$ cat src/rtl/mux_pkg.sv
// -----------------------------------------------------------------------------
// mux_pkg
// Shared definitions for the buffered N-way multiplexer:
//   - MUX_DEFAULT_WIDTH : default data width of each mux input (32)
//   - clog2()           : constant ceil(log2()) usable in parameter expressions
//   - sel_width()       : max(1, clog2(n)), width of a select or pointer
//                         that must index n items
//   - fifo_op_e         : encoding of the {push, pop} pair seen at a clock edge
// -----------------------------------------------------------------------------
package mux_pkg;

  localparam int unsigned MUX_DEFAULT_WIDTH = 32;

  // ceil(log2(value)); clog2(0) = clog2(1) = 0.
  function automatic int unsigned clog2(input int unsigned value);
    int unsigned result;
    int unsigned span;
    result = 0;
    span   = 1;
    while (span < value) begin
      span   = span << 1;
      result = result + 1;
    end
    return result;
  endfunction

  // A select (or pointer) always has at least one bit, even for n <= 2.
  function automatic int unsigned sel_width(input int unsigned n);
    return (clog2(n) < 1) ? 1 : clog2(n);
  endfunction

  // {push, pop} happening on the same rising edge.
  typedef enum logic [1:0] {
    OP_IDLE = 2'b00,
    OP_POP  = 2'b01,
    OP_PUSH = 2'b10,
    OP_BOTH = 2'b11
  } fifo_op_e;

endpackage : mux_pkg

$ cat src/rtl/mux_n_comb.sv
// -----------------------------------------------------------------------------
// mux_n_comb
// Purely combinational NUM_IN:1 selector. Input i is in_bus[i*WIDTH +: WIDTH].
// A select value that names no input (sel >= NUM_IN, possible whenever NUM_IN
// is not a power of two) yields an all-zero output.
//
// Parameters:
//   WIDTH   data width of each input and of the output
//   NUM_IN  number of selectable inputs (>= 2)
//   SEL_W   derived select width, max(1, clog2(NUM_IN)); not overridable
// Ports:
//   sel     input  [SEL_W-1:0]         input select
//   in_bus  input  [NUM_IN*WIDTH-1:0]  packed inputs
//   dout    output [WIDTH-1:0]         selected input, or 0 when out of range
// -----------------------------------------------------------------------------
module mux_n_comb
  import mux_pkg::*;
#(
  parameter  int unsigned WIDTH  = MUX_DEFAULT_WIDTH,
  parameter  int unsigned NUM_IN = 4,
  localparam int unsigned SEL_W  = sel_width(NUM_IN)
) (
  input  logic [SEL_W-1:0]        sel,
  input  logic [NUM_IN*WIDTH-1:0] in_bus,
  output logic [WIDTH-1:0]        dout
);

  // A compare-per-input loop rather than an indexed part-select: an
  // out-of-range select simply matches nothing and leaves the zero default.
  always_comb begin
    // NOTE: every always_comb output gets a default first so no path can
    // leave it unassigned, which would infer a latch.
    dout = '0;
    for (int i = 0; i < NUM_IN; i++) begin
      if (sel == SEL_W'(i)) begin
        dout = in_bus[i*WIDTH +: WIDTH];
      end
    end
  end

endmodule : mux_n_comb

$ cat src/rtl/mux_n_buffered.sv
// -----------------------------------------------------------------------------
// mux_n_buffered
// N-way, WIDTH-bit multiplexer whose result is captured into a DEPTH-entry
// FIFO together with the select that produced it. A valid/ready handshake on
// each side lets the datapath hold a selected operand across stall cycles.
//
// Build option:
//   MUX_SEL_CHECK_EN  when defined, adds the sticky sel_err output, set by any
//                     accepted transfer whose Src >= NUM_IN. The data path is
//                     identical with or without it.
//
// Parameters:
//   WIDTH   data width (default 32)
//   NUM_IN  number of inputs (>= 2, any value)
//   DEPTH   FIFO depth in entries (>= 1, any value)
//   SEL_W   derived select width, max(1, clog2(NUM_IN)); not overridable
// Ports:
//   CLK        input   rising-edge clock
//   RST_n      input   synchronous active-low reset
//   flush      input   synchronous clear of all buffered entries
//   Src        input   [SEL_W-1:0] select, sampled on accept
//   in_bus     input   [NUM_IN*WIDTH-1:0] packed inputs
//   in_valid   input   producer offers a selection
//   in_ready   output  FIFO has room (depends on registered count only)
//   out        output  [WIDTH-1:0] head entry data, 0 when empty
//   out_src    output  [SEL_W-1:0] head entry select, 0 when empty
//   out_valid  output  FIFO not empty
//   out_ready  input   consumer takes the head entry
//   sel_err    output  sticky out-of-range select flag (MUX_SEL_CHECK_EN only)
// -----------------------------------------------------------------------------
module mux_n_buffered
  import mux_pkg::*;
#(
  parameter  int unsigned WIDTH  = MUX_DEFAULT_WIDTH,
  parameter  int unsigned NUM_IN = 4,
  parameter  int unsigned DEPTH  = 2,
  localparam int unsigned SEL_W  = sel_width(NUM_IN)
) (
  input  logic                    CLK,
  input  logic                    RST_n,
  input  logic                    flush,
  input  logic [SEL_W-1:0]        Src,
  input  logic [NUM_IN*WIDTH-1:0] in_bus,
  input  logic                    in_valid,
  output logic                    in_ready,
  output logic [WIDTH-1:0]        out,
  output logic [SEL_W-1:0]        out_src,
  output logic                    out_valid,
  input  logic                    out_ready
`ifdef MUX_SEL_CHECK_EN
  ,
  output logic                    sel_err
`endif
);

  localparam int unsigned PTR_W = sel_width(DEPTH);
  // The count must reach DEPTH itself, hence DEPTH+1 distinct values.
  localparam int unsigned CNT_W = sel_width(DEPTH + 1);

  // ---------------------------------------------------------------------------
  // Select
  // ---------------------------------------------------------------------------
  logic [WIDTH-1:0] sel_data;

  mux_n_comb #(
    .WIDTH  (WIDTH),
    .NUM_IN (NUM_IN)
  ) u_mux (
    .sel    (Src),
    .in_bus (in_bus),
    .dout   (sel_data)
  );

  // ---------------------------------------------------------------------------
  // FIFO state
  // ---------------------------------------------------------------------------
  logic [WIDTH-1:0] mem_data [DEPTH];
  logic [SEL_W-1:0] mem_src  [DEPTH];
  logic [PTR_W-1:0] rd_ptr;
  logic [PTR_W-1:0] wr_ptr;
  logic [CNT_W-1:0] count;

  logic     push_fire;
  logic     pop_fire;
  fifo_op_e op;

  // Explicit wrap compare so a non-power-of-two DEPTH still cycles through
  // exactly DEPTH slots.
  function automatic logic [PTR_W-1:0] ptr_inc(input logic [PTR_W-1:0] p);
    return (p == PTR_W'(DEPTH - 1)) ? '0 : p + PTR_W'(1);
  endfunction

  // in_ready looks only at the registered count, never at out_ready: a full
  // FIFO refuses input even on a cycle where the head is being popped.
  assign in_ready  = (count != CNT_W'(DEPTH));
  assign out_valid = (count != '0);
  assign push_fire = in_valid && in_ready;
  assign pop_fire  = out_valid && out_ready;
  assign op        = fifo_op_e'({push_fire, pop_fire});

  always_ff @(posedge CLK) begin
    // NOTE: sequential state is updated with non-blocking assignments so every
    // register samples the pre-edge values, independent of statement order.
    if (!RST_n || flush) begin
      // Reset and flush both empty the FIFO and override any push/pop that
      // coincides with them.
      count  <= '0;
      rd_ptr <= '0;
      wr_ptr <= '0;
    end else begin
      unique case (op)
        OP_PUSH: begin
          count  <= count + CNT_W'(1);
          wr_ptr <= ptr_inc(wr_ptr);
        end
        OP_POP: begin
          count  <= count - CNT_W'(1);
          rd_ptr <= ptr_inc(rd_ptr);
        end
        OP_BOTH: begin
          wr_ptr <= ptr_inc(wr_ptr);
          rd_ptr <= ptr_inc(rd_ptr);
        end
        default: ;
      endcase
    end
  end

  // NOTE: the storage array carries no reset; out/out_src are masked to zero
  // while empty, so stale or uninitialised entries are never observable.
  always_ff @(posedge CLK) begin
    if (RST_n && !flush && push_fire) begin
      mem_data[wr_ptr] <= sel_data;
      mem_src[wr_ptr]  <= Src;
    end
  end

  assign out     = out_valid ? mem_data[rd_ptr] : '0;
  assign out_src = out_valid ? mem_src[rd_ptr]  : '0;

  // ---------------------------------------------------------------------------
  // Optional out-of-range select monitor
  // ---------------------------------------------------------------------------
`ifdef MUX_SEL_CHECK_EN
  logic sel_oob;

  assign sel_oob = (32'(Src) >= NUM_IN);

  // Flush clears the flag even if an out-of-range transfer arrives that edge;
  // such a transfer is discarded by the flush anyway.
  always_ff @(posedge CLK) begin
    if (!RST_n || flush) begin
      sel_err <= 1'b0;
    end else if (push_fire && sel_oob) begin
      sel_err <= 1'b1;
    end
  end
`endif

endmodule : mux_n_buffered
$ cat config.mk
export PLATFORM = sky130hd
export DESIGN_NAME = mux_n_buffered
export DESIGN_NICKNAME = d
export VERILOG_FILES = /design/src/rtl/mux_pkg.sv /design/src/rtl/mux_n_comb.sv /design/src/rtl/mux_n_buffered.sv
export SDC_FILE = /design/constraint.sdc
export NUM_CORES = 1
export LEC_CHECK = 0
export CAP_MARGIN = 20
export CORE_UTILIZATION = 41
export CTS_CLUSTER_SIZE = 25
export DETAILED_ROUTE_END_ITERATION = 8
export GPL_ROUTABILITY_DRIVEN = 0
export PLACE_DENSITY = 0.83
export SLEW_MARGIN = 5
export SYNTH_ARGS = -nofsm -noshare
export SYNTH_HDL_FRONTEND = slang
export SYNTH_SLANG_ARGS = --single-unit
$ cat constraint.sdc
create_clock -name CLK -period 4.6 [get_ports CLK]
set_clock_uncertainty 0.05 [all_clocks]
set_input_delay 1.15 -clock CLK [delete_from_list [all_inputs] [get_ports CLK]]
set_output_delay 1.15 -clock CLK [all_outputs]
set_load 0.02 [all_outputs]
==> qor.csv <==
stage;metric;value;unit
status;outcome;finished, final reports clean;
global_routing;grt_pass1_wl;11.6;mm
global_routing;antenna_found_initial;0;
global_routing;first_global_vias;2417;
placement;port_buffers;170;
drt;drt_iter0_drc;41;
clock_tree;clock_latency;0.34;ns
logic_synthesis;postSynthAreaPerCell;16.9;um2
cells_and_area;drive_gt1_frac;0.146;
cells_and_area;final_cells;495;
floorplan;io_pins;171;
clock_tree;cts_setup_buffers;0;
logic_synthesis;synth_warnings;0;
logic_synthesis;yosys-top-cells-area;edfxtp_1 57%, mux4_2 20%, mux2i_1 9.5%;
global_routing;met1_usage;0.189;
floorplan;num_rows;33;
clock_tree;clkSinkCount;73;
timing;rsz0062_at_grt;false;
drt;drc_errors;0;
logic_synthesis;synth-xor-area-share;0.00976;
power;power.density;291;nW/um2
floorplan;fp.dieArea;9140;um2
critical_path;crit_chain;mux2i_1 -> nor2_1 -> clkdlybuf4s50_1;
global_routing;top_usage_layer;met2;
timing;drv_slew;0;
timing;slew_headroom;0.305;
cells_and_area;synthToLayoutAreaGrowth;56.3;%
drt;post_drt_wl_per_cell;16.0;um
clock_tree;cts_made_buffers;9;
logic_synthesis;ys_seq_area_frac;0.597;
logic_synthesis;synth.area.mux_share;0.295;
critical_path;max_stage_delay;1.01;ns
drt;wirelength;7.94;mm
timing;hold_viol;0;
floorplan;die_x;95.6;um
drt;drtAntennaViolNets;0;
logic_synthesis;syn_inst;213;
global_routing;track_usage;0.179;
global_routing;grt-ovfl-total;0;
timing;finalCritPeriodShare;0.772;
clock_tree;htreeDepth;3;
critical_path;crit_required;3.40;ns
power;peakVddDrop;162;uV
clock_tree;clkSlewWorstSetupHoldPaths;0.07;ns
placement;dp.cells;478;
timing;period_minus_slack;3.55;ns
cells_and_area;fin_nets;523;
placement;dp_hpwl;5.97;mm
critical_path;cp-start-kind;register;
critical_path;crit_type;reg -> out;
timing;fmax;282;MHz
clock_tree;clockBufferDepth;2;
logic_synthesis;synth_top_area_frac;0.569;
logic_synthesis;synth-compound-area-share;0.00418;
critical_path;critical_path_arrival;2.35;ns
logic_synthesis;synth_top_area_cell;edfxtp_1;
timing;setup_viol;0;
floorplan;coreArea;8340;um2
logic_synthesis;ys_seq_elements;73;
critical_path;slowest_stage;dfxtp_2;
cells_and_area;n_antenna_cell;0;
power;power.leakage;1.86;nW
critical_path;cp-end-kind;output port;
clock_tree;cts_hold_buf;0;
drt;first_pass_iters;4;
global_routing;met2_usage;0.323;
floorplan;initial_utilization;0.431;
worst_hold_path;hp-class;reg -> reg;
clock_tree;post_cts_resized;0;
logic_synthesis;synth_top_family_by_area;multiplexers;
run;cap_violations;0;
drt;num_vias;2486;
logic_synthesis;synth-simple-area-share;0.0509;
logic_synthesis;synth_cell_type_count;18;
logic_synthesis;synth.cell_area;3590;um2
timing;tightest_slew;1.04;ns
power;total_power;1.64;mW
timing;tns;0;ns
drt;viasPerCell;5.02;
floorplan;die_h;95.6;um
global_routing;grt_max_degree;36;
global_routing;use_met3;0.0638;
clock_tree;cts_tree;done;
critical_path;critPathMaxFanout;34;
logic_synthesis;yosys.area_share.adder;0.0105;
logic_synthesis;syn_nets;351;
clock_tree;cts-root-buf;clkbuf_8;
## flip-flops by register name, indices dropped and copies added (netlist names), named ones only
register  count
mem_src       4
mem_data     64
wr_ptr        1
count         2
rd_ptr        1
## Yosys cell counts (all sizes together)
cell type  number
a21oi           1
xor2            2
o21ai           2
ha              3
edfxtp         68
or3             1
nand2           1
mux4           32
nand2b          2
buf            14
xnor2           2
nor2           40
inv             4
dfxtp           5
nor3            2
mux2i          34
## cell usage in the layout, fill, tap and decap left out, types with 2 or more instances in the layout
| master | count |
|---|---|
| clkdlybuf4s50_1 | 168 |
| edfxtp_1 | 68 |
| nor2_1 | 39 |
| mux2i_1 | 34 |
| mux4_2 | 32 |
| clkbuf_8 | 9 |
| inv_1 | 4 |
| dfxtp_1 | 4 |
| buf_4 | 4 |
| ha_1 | 3 |
| bufinv_16 | 3 |
| o21ai_0 | 2 |
| nand2b_1 | 2 |
| nor3_2 | 2 |
| xor2_1 | 2 |
| xnor2_1 | 2 |
| buf_2 | 2 |
## cell families (layout without fill, tap and decap cells)
kind of cell / count (synthesis) / after routing
DFF: 73 / 73
xor gates and xnor gates: 4 / 4
adders and majority gates: 3 / 3
and+or+nand+nor: 46 / 46
muxes: 66 / 66
AOI/OAI and AO/OA: 3 / 3
buffers and inverters: 18 / 195
## power breakdown
| group | leakage, nW | internal [mW] | switching (mW) |
|---|---|---|---|
| sequential | 0.659 | 0.752 | 0.00871 |
| combinational | 1.09 | 0.190 | 0.106 |
| clock | 0.114 | 0.357 | 0.222 |
| total | 1.86 | 1.30 | 0.336 |
## worst paths after layout
kind | start | to | slack [ns] | cells after the start
min reg2reg | rd_ptr | register | 0.46 | 2
max | register | out[8] | 1.05 | 3
max reg2reg | count[1] | count[1] | 2.77 | 5
min | rd_ptr | register | 0.46 | 2
## layer usage
layer  part of all wire  vias up
li1                   -     1178
met1               0.35     1185
met2               0.54      114
met3              0.094        9
met4              0.015        0
met5                  0        -
## area by class of cell
cell class,instances,area (um2)
fill,591,2730
sequential,73,2140
timing repair buffer,175,1740
multi-input combinational,122,1350
tap,105,131
clock buffer,10,128
clock inverter,6,106
inverter,4,15.0
## stage by stage
step                worst slack (ns)  instance area, um2  hold slack (ns)  utilization
floorplan                      0.362                3590            0.422            -
global placement                1.40                5360            0.434        0.643
detailed placement              1.40                5360            0.439        0.643
CTS                             1.01                5590            0.465        0.671
global route                   0.875                5610            0.500        0.673
finish                          1.05                5610            0.458        0.673
## critical path, delay by kind of cell, from the launching register on
| family | cells | cell delay (ns) |
|---|---|---|
| mux | 1 | 0.18 |
| simple gates | 1 | 0.13 |
| flops | 1 | 1.01 |
| buf+inv | 1 | 0.66 |
Power figures use the tool's default switching activity.
